`config.mk`:
```
export PLATFORM = sky130hd
export DESIGN_NAME = codec_sample_buffer
export DESIGN_NICKNAME = d
export VERILOG_FILES = /design/src/rtl/codec_sample_buffer_pkg.sv /design/src/rtl/codec_sample_buffer_fifo.sv /design/src/rtl/codec_sample_buffer.sv
export SDC_FILE = /design/constraint.sdc
export NUM_CORES = 1
export LEC_CHECK = 0
export BUFFER_PORTS_ARGS = -buffer_cell sky130_fd_sc_hd__buf_2
export CELL_PAD_IN_SITES_DETAIL_PLACEMENT = 1
export CELL_PAD_IN_SITES_GLOBAL_PLACEMENT = 1
export CORE_MARGIN = 5
export CORE_UTILIZATION = 55
export CTS_CLUSTER_DIAMETER = 200
export DETAILED_ROUTE_END_ITERATION = 16
export PLACE_DENSITY_LB_ADDON = 0.3
export SETUP_SLACK_MARGIN = 0.4
export SYNTH_ARGS = -nofsm -noshare
export SYNTH_HDL_FRONTEND = slang
export SYNTH_SLANG_ARGS = --single-unit
```
`constraint.sdc`:
```
create_clock -name clk -period 8.25 [get_ports clk]
set_input_delay 2.475 -clock clk [delete_from_list [all_inputs] [get_ports clk]]
set_output_delay 2.475 -clock clk [all_outputs]
set_load 0.05 [all_outputs]
```
`src/rtl/codec_sample_buffer_pkg.sv`:
```
// codec_sample_buffer_pkg
//   Shared constants and types for the codec sample buffer:
//   FIFO depth, prime threshold, sample width and FSM state encoding.
package codec_sample_buffer_pkg;

    localparam int unsigned DEPTH       = 8;
    localparam int unsigned PRIME_LEVEL = 4;
    localparam int unsigned SAMPLE_W    = 16;
    localparam int unsigned PTR_W       = $clog2(DEPTH);
    localparam int unsigned CNT_W       = $clog2(DEPTH + 1);
    localparam int unsigned UF_W        = 8;

    typedef logic signed [SAMPLE_W-1:0] sample_t;

    typedef enum logic [1:0] {
        IDLE  = 2'd0,
        PRIME = 2'd1,
        RUN   = 2'd2
    } state_t;

endpackage

```
`src/rtl/codec_sample_buffer_fifo.sv`:
```
// sample_fifo
//   DEPTH-entry sample FIFO with wrap-around pointers.
//   Ports:
//     clk, reset        clock, synchronous active-high reset
//     flush             empties the FIFO (has priority over push/pop)
//     push, wdata       write request and data; ignored when full unless
//                       a pop in the same cycle frees a slot
//     pop               read request; ignored when empty
//     rdata             current head entry (valid when not empty)
//     full, empty       status flags
//     count             number of stored entries, 0..DEPTH
module sample_fifo
    import codec_sample_buffer_pkg::*;
(
    input  logic             clk,
    input  logic             reset,
    input  logic             flush,
    input  logic             push,
    input  sample_t          wdata,
    input  logic             pop,
    output sample_t          rdata,
    output logic             full,
    output logic             empty,
    output logic [CNT_W-1:0] count
);

    sample_t          r_mem [DEPTH];
    logic [PTR_W-1:0] r_wr_ptr;
    logic [PTR_W-1:0] r_rd_ptr;
    logic [CNT_W-1:0] r_count;

    logic w_do_pop;
    logic w_do_push;

    assign full      = (r_count == CNT_W'(DEPTH));
    assign empty     = (r_count == '0);
    assign count     = r_count;
    assign rdata     = r_mem[r_rd_ptr];
    assign w_do_pop  = pop && !empty;
    // A pop in the same cycle frees a slot, so a full FIFO still accepts.
    assign w_do_push = push && (!full || w_do_pop);

    always_ff @(posedge clk) begin
        if (w_do_push) begin
            r_mem[r_wr_ptr] <= wdata;
        end
    end

    always_ff @(posedge clk) begin
        if (reset || flush) begin
            r_wr_ptr <= '0;
            r_rd_ptr <= '0;
            r_count  <= '0;
        end else begin
            if (w_do_push) begin
                r_wr_ptr <= r_wr_ptr + PTR_W'(1);
            end
            if (w_do_pop) begin
                r_rd_ptr <= r_rd_ptr + PTR_W'(1);
            end
            if (w_do_push && !w_do_pop) begin
                r_count <= r_count + CNT_W'(1);
            end else if (w_do_pop && !w_do_push) begin
                r_count <= r_count - CNT_W'(1);
            end
        end
    end

endmodule

```
`src/rtl/codec_sample_buffer.sv`:
```
// codec_sample_buffer
//   Buffers samples from a music player and hands one to the codec on each
//   rising edge of new_frame. Primes the FIFO to PRIME_LEVEL before playout.
//   Ports:
//     clk, reset        clock, synchronous active-high reset
//     play_enable       player is in play state
//     new_sample_in     strobe: sample_in valid this cycle
//     sample_in         signed sample from the player
//     new_frame         codec frame level (rising edge = frame tick)
//     generate_next     one-cycle request to the player for a sample
//     sample_to_codec   registered sample presented to the codec
//     fill_level        stored sample count, 0..8
//     underflow_count   saturating underflow counter
//     overflow          sticky dropped-sample flag
module codec_sample_buffer
    import codec_sample_buffer_pkg::*;
(
    input  logic             clk,
    input  logic             reset,
    input  logic             play_enable,
    input  logic             new_sample_in,
    input  sample_t          sample_in,
    input  logic             new_frame,
    output logic             generate_next,
    output sample_t          sample_to_codec,
    output logic [CNT_W-1:0] fill_level,
    output logic [UF_W-1:0]  underflow_count,
    output logic             overflow
);

    state_t          r_state;
    state_t          w_next_state;
    logic            r_new_frame_d;
    logic            r_req;
    logic            r_gen;
    sample_t         r_sample;
    logic [UF_W-1:0] r_uf_count;
    logic            r_overflow;

    logic             w_frame_tick;
    logic             w_active;
    logic             w_flush;
    logic             w_pop;
    logic             w_push;
    logic             w_full;
    logic             w_empty;
    logic [CNT_W-1:0] w_count;
    sample_t          w_head;
    logic             w_gen_next;

    assign w_frame_tick = new_frame && !r_new_frame_d;

    sample_fifo u_fifo (
        .clk   (clk),
        .reset (reset),
        .flush (w_flush),
        .push  (w_push),
        .wdata (sample_in),
        .pop   (w_pop),
        .rdata (w_head),
        .full  (w_full),
        .empty (w_empty),
        .count (w_count)
    );

    // w_active: staying in PRIME/RUN this cycle; dropping play_enable
    // leaves immediately, so the FIFO is flushed on that same edge.
    always_comb begin
        w_next_state = r_state;
        w_active     = 1'b0;
        w_flush      = 1'b0;
        w_pop        = 1'b0;
        case (r_state)
            IDLE: begin
                w_flush = 1'b1;
                if (play_enable) begin
                    w_next_state = PRIME;
                end
            end
            PRIME: begin
                if (!play_enable) begin
                    w_next_state = IDLE;
                    w_flush      = 1'b1;
                end else begin
                    w_active = 1'b1;
                    if (w_count >= CNT_W'(PRIME_LEVEL)) begin
                        w_next_state = RUN;
                    end
                end
            end
            RUN: begin
                if (!play_enable) begin
                    w_next_state = IDLE;
                    w_flush      = 1'b1;
                end else begin
                    w_active = 1'b1;
                    w_pop    = w_frame_tick;
                end
            end
            default: begin
                w_next_state = IDLE;
                w_flush      = 1'b1;
            end
        endcase
    end

    assign w_push = new_sample_in && w_active;
    // The r_gen term keeps requests from landing on adjacent cycles before
    // r_req has caught up.
    assign w_gen_next = w_active && !r_req && !r_gen && !w_full;

    always_ff @(posedge clk) begin
        if (reset) begin
            r_state       <= IDLE;
            r_new_frame_d <= 1'b0;
            r_req         <= 1'b0;
            r_gen         <= 1'b0;
            r_sample      <= '0;
            r_uf_count    <= '0;
            r_overflow    <= 1'b0;
        end else begin
            r_state       <= w_next_state;
            r_new_frame_d <= new_frame;
            r_gen         <= w_gen_next;

            if (!w_active) begin
                r_req <= 1'b0;
            end else if (r_gen) begin
                r_req <= 1'b1;
            end else if (new_sample_in) begin
                r_req <= 1'b0;
            end

            if (!w_active) begin
                r_sample <= '0;
            end else if (r_state == PRIME && w_frame_tick) begin
                r_sample <= '0;
            end else if (w_pop) begin
                r_sample <= w_empty ? '0 : w_head;
            end

            if (w_pop && w_empty && (r_uf_count != '1)) begin
                r_uf_count <= r_uf_count + UF_W'(1);
            end

            // Full implies non-empty, so any pop here frees a slot.
            if (w_push && w_full && !w_pop) begin
                r_overflow <= 1'b1;
            end
        end
    end

    assign generate_next   = r_gen;
    assign sample_to_codec = r_sample;
    assign fill_level      = w_count;
    assign underflow_count = r_uf_count;
    assign overflow        = r_overflow;

endmodule
```
==> flow_summary.yaml, run 1 <==
power_and_ir_drop:
  leakage_nw: 2.72
  ir_drop_uv: 184
  powerDensity_nw_per_um2: 223
global_routing:
  grt_max_degree: 33
  grt_pass1_vias: 3943
  track_usage: 0.219
  grt_pass1_wl_mm: 23.2
  overflow: 0
  antenna_found_initial: 1
critical_path:
  crit_arrival_ps: 4840
  endpoint_kind: "flop"
  required_ps: 8560
  r2r_cells: 11
  cp-startpoint: "play_enable"
  critPathMaxFanout: 10
  path_class: "in2reg"
  reg2reg_to: "u_fifo.count[3]$_SDFFE_PP0P_"
  endpoint: "u_fifo.count[3]$_SDFFE_PP0P_"
  rr_startpoint: "r_state[0]$_SDFFE_PP0P_"
  r2r_setup_slack_ps: 5290
  cp-start-kind: "input port"
clock_tree:
  clock-root-buffer: "clkbuf_16"
  cts.clk_slew.worst_paths_ps: 60
  tritoncts: "yes"
  cts_setup_buffers: 0
  ctsHtreeMaxLevel: 4
  cts_hold_buf: 0
  cts_buffers: 17
  max-clock-path-buffers: 2
  numClockSinks: 171
  clk_latency_ps: 430
  cts_resized: 0
floorplan:
  num_rows: 40
  core_area_um2: 12000
  dieArea_um2: 14600
  fp.dieW_um: 121
  io_pins: 51
  start_util: 0.561
  die_h_um: 121
synthesis:
  synth_edf_count: 128
  async_flop_share: 0
  netlist_area_um2: 6740
  ys_ff_latch: 171
  synth_cell_type_count: 49
  ys_warn_count: 0
  syn_nets: 399
  ys.flop_type: "edfxtp_1"
  ys_seq_area_frac: 0.698
  syn_avg_cell_area_um2: 18.3
  netlist_instances: 368
sta:
  maxSlewHeadroom: 0.338
  hold_viol: 0
  hold_slack_ps: 435
  worst_slew_pin_slew_ps: 992
  fin_skew_ps: 8.32
  finalCritPeriodShare: 0.549
  period_minus_slack_ps: 4530
  setup_viol: 0
  rsz0062_at_grt: "no"
  setup_ws_ps: 3720
  finalMaxSlewViolations: 0
  max_freq_mhz: 221
  fin_setup_tns_ps: 0
drt:
  wl_per_cell_um: 25.1
  dr.pass1.iters: 4
  top_layer_used: "met5"
  wl_met1_mm: 6.48
  route.detailed.drc: 0
  wirelength_mm: 14.9
  via_count: 3662
  drt_iter0_drc: 208
  wl_met3_um: 529
  viasPerCell: 6.16
  route.met2.wl_mm: 7.62
  route.antenna.remaining_nets: 0
cells_and_area:
  num-nets-final: 465
  area_growth_syn_to_layout_pct: 14.4
  drive_above_1_share: 0.253
  n_antenna_cell: 0
  fillers: 1054
job:
  timing.max_cap.violations: 0
placed_design:
  routabilityCongestion: 0.692
  port_buffers: 50
  dp_slack_ps: 3320
  detailed_place_hpwl_mm: 9.58
outcome:
  status: "finished clean"
worst_hold_path:
  hold_class: "reg2reg"
==> cell families (layout without fill, tap and decap cells) <==
family | after synthesis | count (layout) | share of synthesized area
AO/OA/AOI/OAI | 42 | 42 | 0.0457
adder cells (fa/ha/maj) | 10 | 10 | 0.0197
buffers and inverters | 22 | 101 | 0.0200
flip-flops | 171 | 171 | 0.698
multiplexers | 52 | 52 | 0.156
XOR/XNOR | 8 | 8 | 0.0104
AND/OR/NAND/NOR | 63 | 63 | 0.0499
==> worst min path at each step <==
stage / from / end / slack [ps] / cells after the start
2_1_floorplan: r_req$_SDFFE_PP0P_ / generate_next$_SDFF_PP0_ / 400 / 1
3_3_place_gp: r_req$_SDFFE_PP0P_ / generate_next$_SDFF_PP0_ / 410 / 1
3_5_place_dp: r_req$_SDFFE_PP0P_ / generate_next$_SDFF_PP0_ / 430 / 1
4_1_cts: r_req$_SDFFE_PP0P_ / generate_next$_SDFF_PP0_ / 440 / 1
5_1_grt: r_req$_SDFFE_PP0P_ / generate_next$_SDFF_PP0_ / 450 / 1
6_report: r_req$_SDFFE_PP0P_ / generate_next$_SDFF_PP0_ / 440 / 1
==> cells in the final DEF (no fill, tap or decap), types with 2 or more instances in the layout <==
| cell | n |
|---|---|
| ha_1 | 9 |
| mux2_2 | 17 |
| dfxtp_1 | 43 |
| xor2_1 | 7 |
| a22o_1 | 16 |
| nand3_1 | 6 |
| nor3_2 | 2 |
| a21oi_1 | 10 |
| nand2b_1 | 5 |
| nor2_1 | 28 |
| buf_4 | 12 |
| mux2i_1 | 3 |
| buf_2 | 50 |
| inv_1 | 7 |
| o21ai_0 | 5 |
| clkinv_2 | 4 |
| and3_1 | 2 |
| clkbuf_1 | 4 |
| mux4_2 | 2 |
| clkinv_1 | 4 |
| edfxtp_1 | 128 |
| bufinv_16 | 2 |
| or3_1 | 3 |
| clkbuf_16 | 17 |
| nand2_1 | 6 |
| o2111ai_1 | 2 |
| mux4_1 | 30 |
==> sequential cells by signal (all words and copies together), names as in the netlist, named ones only <==
register / flops
underflow_count: 8
u_fifo.r_wr_ptr: 3
u_fifo.r_rd_ptr: 3
u_fifo.count: 4
u_fifo.r_mem: 128
r_new_frame_d: 1
generate_next: 1
overflow: 1
sample_to_codec: 16
r_state: 2
r_req: 1
==> where the power goes <==
group          switching, mW  internal [mW]
sequential           0.00250          0.928
combinational         0.0306         0.0156
clock                  0.303          0.438
==> critical path: stages <==
cell and delay, ps:
buf_2 130, and4b_1 480, o21a_1 300, ha_1 220
inv_1 100, ha_1 340, a21oi_1 190, a211oi_1 100
a31oi_1 170, mux2_2 350
==> synth_stat cells (6+ instances only) <==
cell type	n	area, um^2
edfxtp_1	128	3840
nor2_1	28	105
dfxtp_1	43	861
a21oi_1	10	50.1
xor2_1	7	61.3
inv_1	7	26.3
nand2_1	6	22.5
nand3_1	6	30.0
a22o_1	16	140
mux2_2	17	191
ha_1	9	113
mux4_1	30	788
==> per-stage QoR <==
step                instance area [um^2]  utilization  std cells  power (mW)
finish                              7710        0.642        594        1.72
global route                        7710        0.642        594        1.77
CTS                                 7710        0.642        594        1.73
detailed placement                  7170        0.597        562       0.995
global placement                    7170        0.597        562       0.991
floorplan                           6740            -        368       0.972
==> cell type report <==
| class | count | area [um^2] | share of cell area |
|---|---|---|---|
| clock inverters | 11 | 103 | 0.0133 |
| well taps | 147 | 184 | 0.0239 |
| multi-input cells | 175 | 1910 | 0.248 |
| flip-flops and latches | 171 | 4700 | 0.610 |
| repair buffers | 62 | 340 | 0.0441 |
| clock buffers | 21 | 440 | 0.0571 |
| inverters | 7 | 26.3 | 0.00341 |
==> routing by layer <==
metal  vias up  track usage
met1      1933        0.285
li1       1621            -
met2        82        0.366
met3        24       0.0514
met4         2       0.0744
met5         -            0
No activity file was read; power rests on OpenSTA's default activity.
==> inputs of run 2 (changes only) <==
--- a/config.mk
+++ b/config.mk
@@ -5,11 +5,12 @@
 export SDC_FILE = /design/constraint.sdc
 export NUM_CORES = 1
 export LEC_CHECK = 0
+export ABC_AREA = 1
 export BUFFER_PORTS_ARGS = -buffer_cell sky130_fd_sc_hd__buf_2
 export CELL_PAD_IN_SITES_DETAIL_PLACEMENT = 1
 export CELL_PAD_IN_SITES_GLOBAL_PLACEMENT = 1
 export CORE_MARGIN = 5
-export CORE_UTILIZATION = 55
+export CORE_UTILIZATION = 43
 export CTS_CLUSTER_DIAMETER = 200
 export DETAILED_ROUTE_END_ITERATION = 16
 export PLACE_DENSITY_LB_ADDON = 0.3
==> constraint.sdc (replaced) <==
create_clock -name clk -period 3.6 [get_ports clk]
set_input_delay 1.08 -clock clk [delete_from_list [all_inputs] [get_ports clk]]
set_output_delay 1.08 -clock clk [all_outputs]
set_load 0.05 [all_outputs]
==> flow_summary.yaml, run 2 <==
outcome:
  status: "finished clean"
sta:
  finalMaxSlewViolations: 0
  period_minus_slack_ps: 2630
  maxSlewHeadroom: 0.214
  finalCritPeriodShare: 0.730
  hold_viol: 0
  rsz0062_at_grt: "no"
  fin_setup_tns_ps: 0
  max_freq_mhz: 380
  setup_viol: 0
  setup_ws_ps: 972
  fin_skew_ps: 9.12
  worst_slew_pin_slew_ps: 1180
synthesis:
  synthXorXnorAreaFrac: 0.00704
  synth-compound-area-share: 0.0295
  ys_ff_latch: 171
  yosysTopAreaCellShare: 0.515
  synth_area_leader_cell: "edfxtp_1"
  ys.flop_type: "edfxtp_1"
  async_flop_share: 0
  synth_fa_ha_area_frac: 0.0178
  synthSimpleGateAreaFrac: 0.231
  netlist_instances: 761
  syn_avg_cell_area_um2: 9.81
  synth_area_leaders: "edfxtp_1 (52%), dfxtp_1 (12%), nand2_1 (11%)"
  yosysMostFrequentCell: "nand2_1"
  synth_edf_count: 128
  synth_top_family_by_area: "simple AND/OR/NAND/NOR gates"
  ys_warn_count: 0
  netlist_top_cells_count: "nand2_1 (224), edfxtp_1 (128), inv_1 (120)"
  muxShareOfSynthArea: 0
  syn_nets: 792
  ys_seq_area_frac: 0.630
  netlist_area_um2: 7460
  synth_cell_type_count: 36
critical_path:
  cp_cell_sequence: "buf_2, nand3_1, inv_1, nand2_2, inv_1, ha_1, inv_1, ha_1, or2_2, nand2_1, nand3_1, nand2_1, nand2_1, a21oi_1"
  critPathMaxFanout: 7
  critPathSlowestCell: "ha_1"
  crit_arrival_ps: 3000
  r2r_setup_slack_ps: 1020
  required_ps: 3970
  crit_family: "simple AND/OR/NAND/NOR gates"
  r2r_cells: 15
  cpPeakStageDelay_ps: 330
  rr_startpoint: "r_state[0]$_SDFFE_PP0P_"
  path_class: "in2reg"
  critPathBufInv: 4
  cp-start-kind: "input port"
  endpoint_kind: "flop"
  reg2reg_to: "u_fifo.count[3]$_SDFFE_PP0P_"
global_routing:
  met3_usage: 0.0398
  use_met1: 0.233
  grt_max_degree: 65
  track_usage: 0.198
  grt_pass1_vias: 5816
  overflow: 0
  antenna_found_initial: 0
  grt_pass1_wl_mm: 30.5
  grt_use_met2: 0.365
  gr-max-usage-layer: "met2"
drt:
  dr.pass1.iters: 4
  via_count: 5372
  route.detailed.drc: 0
  wl_per_cell_um: 17.9
  drt_iter0_drc: 288
  route.antenna.remaining_nets: 0
  wirelength_mm: 18.9
  viasPerCell: 5.08
floorplan:
  fp.dieW_um: 142
  num_rows: 48
  start_util: 0.434
  dieArea_um2: 20100
  die_h_um: 142
  io_pins: 51
  core_area_um2: 17200
worst_hold_path:
  min_path_cells: 1
  whs_endpoint: "generate_next$_SDFF_PP0_"
  hold_class: "reg2reg"
  hp-start: "r_req$_SDFFE_PP0P_"
clock_tree:
  cts_hold_buf: 0
  cts_buffers: 17
  tritoncts: "yes"
  numClockSinks: 171
  cts_setup_buffers: 0
  max-clock-path-buffers: 2
  cts_resized: 0
  clk_latency_ps: 440
  ctsHtreeMaxLevel: 4
  clock-root-buffer: "clkbuf_16"
  cts.clk_slew.worst_paths_ps: 70
cells_and_area:
  n_antenna_cell: 0
  num-nets-final: 850
  largest_register: "u_fifo.r_mem"
  largest_reg_flops: 128
  fin_area_um2: 8590
  drive_above_1_share: 0.171
  ff_latch_area_um2: 4710
  final_cell_mix: "nand2_1 (224), edfxtp_1 (128), inv_1 (120)"
  layout.cells.non_filler: 1057
  multi_input_comb_area_um2: 2130
  fillers: 1974
  mostFrequentLayoutCell: "nand2_1"
  area_growth_syn_to_layout_pct: 15.1
placed_design:
  port_buffers: 50
  routabilityCongestion: 0.808
  dp_slack_ps: 514
  place_area_um2: 7980
  detailed_place_hpwl_mm: 11.8
  dp_cells: 1025
power_and_ir_drop:
  ir_drop_uv: 356
  powerDensity_nw_per_um2: 482
  leakage_nw: 3.62
job:
  timing.max_cap.violations: 0
## run 2: cell count changes after synthesis, sizes merged, moves of 16 or more
cell / previous run / this run
mux4: 32 / 0
inv: 7 / 124
nand2: 7 / 232
nand3: 6 / 108
a21oi: 10 / 28
a22o: 16 / 0
mux2: 17 / 0
## run 2: logic make-up after synthesis
group | after synthesis
buffers and inverters | 153
AO/OA/AOI/OAI | 37
adder cells (fa/ha/maj) | 10
XOR/XNOR | 6
flip-flops | 171
AND/OR/NAND/NOR | 384
## run 2: final cells by class
type	count	area share
multi-input combinational	437	0.248
sequential	171	0.548
tap	225	0.0328
timing repair buffer	67	0.0440
clock buffer	17	0.0495
inverter	125	0.0556
clock inverter	15	0.0220
## run 2: metal layers
layer  share of wire  wire length (um)  vias to the layer above
met4           0.014               264                        0
met1            0.40              7590                     2693
met5               0                 0                        -
met2            0.54             10200                       99
li1                -                 -                     2559
met3           0.046               872                       21
## run 2: worst max-delay path by stage
stage                                  startpoint                            to  depth (start not counted)
final                                 play_enable  u_fifo.count[3]$_SDFFE_PP0P_                         14
after global routing      r_state[1]$_SDFFE_PP0P_  u_fifo.count[3]$_SDFFE_PP0P_                         15
after CTS                             play_enable  u_fifo.count[3]$_SDFFE_PP0P_                         14
after detailed placement              play_enable  u_fifo.count[3]$_SDFFE_PP0P_                         14
after global placement                play_enable  u_fifo.count[3]$_SDFFE_PP0P_                         14
after floorplan                       play_enable  u_fifo.count[3]$_SDFFE_PP0P_                         14
## run 2: through the flow
| stage | hold WS, ps | util | power, mW |
|---|---|---|---|
| finish | 444 | 0.500 | 4.14 |
| CTS | 442 | 0.500 | 4.18 |
| detailed placement | 434 | 0.464 | 2.28 |
| global placement | 416 | 0.464 | 2.27 |
| floorplan | 400 | - | 2.23 |
| global route | 473 | 0.500 | 4.28 |
## run 2: power by group
group          total [mW]  switching (mW)  internal, mW
Clock                1.90           0.802          1.10
Sequential           2.13         0.00481          2.12
Combinational       0.105          0.0756        0.0297
Total                4.14           0.882          3.26
## run 2: worst register-to-register path, delay by kind of cell, from the launching register on
| kind | cells | cell delay, ps |
|---|---|---|
| fa+ha+maj | 3 | 860 |
| flops | 1 | 360 |
| simple gates | 7 | 780 |
| buf+inv | 4 | 390 |
| compound gates | 1 | 110 |
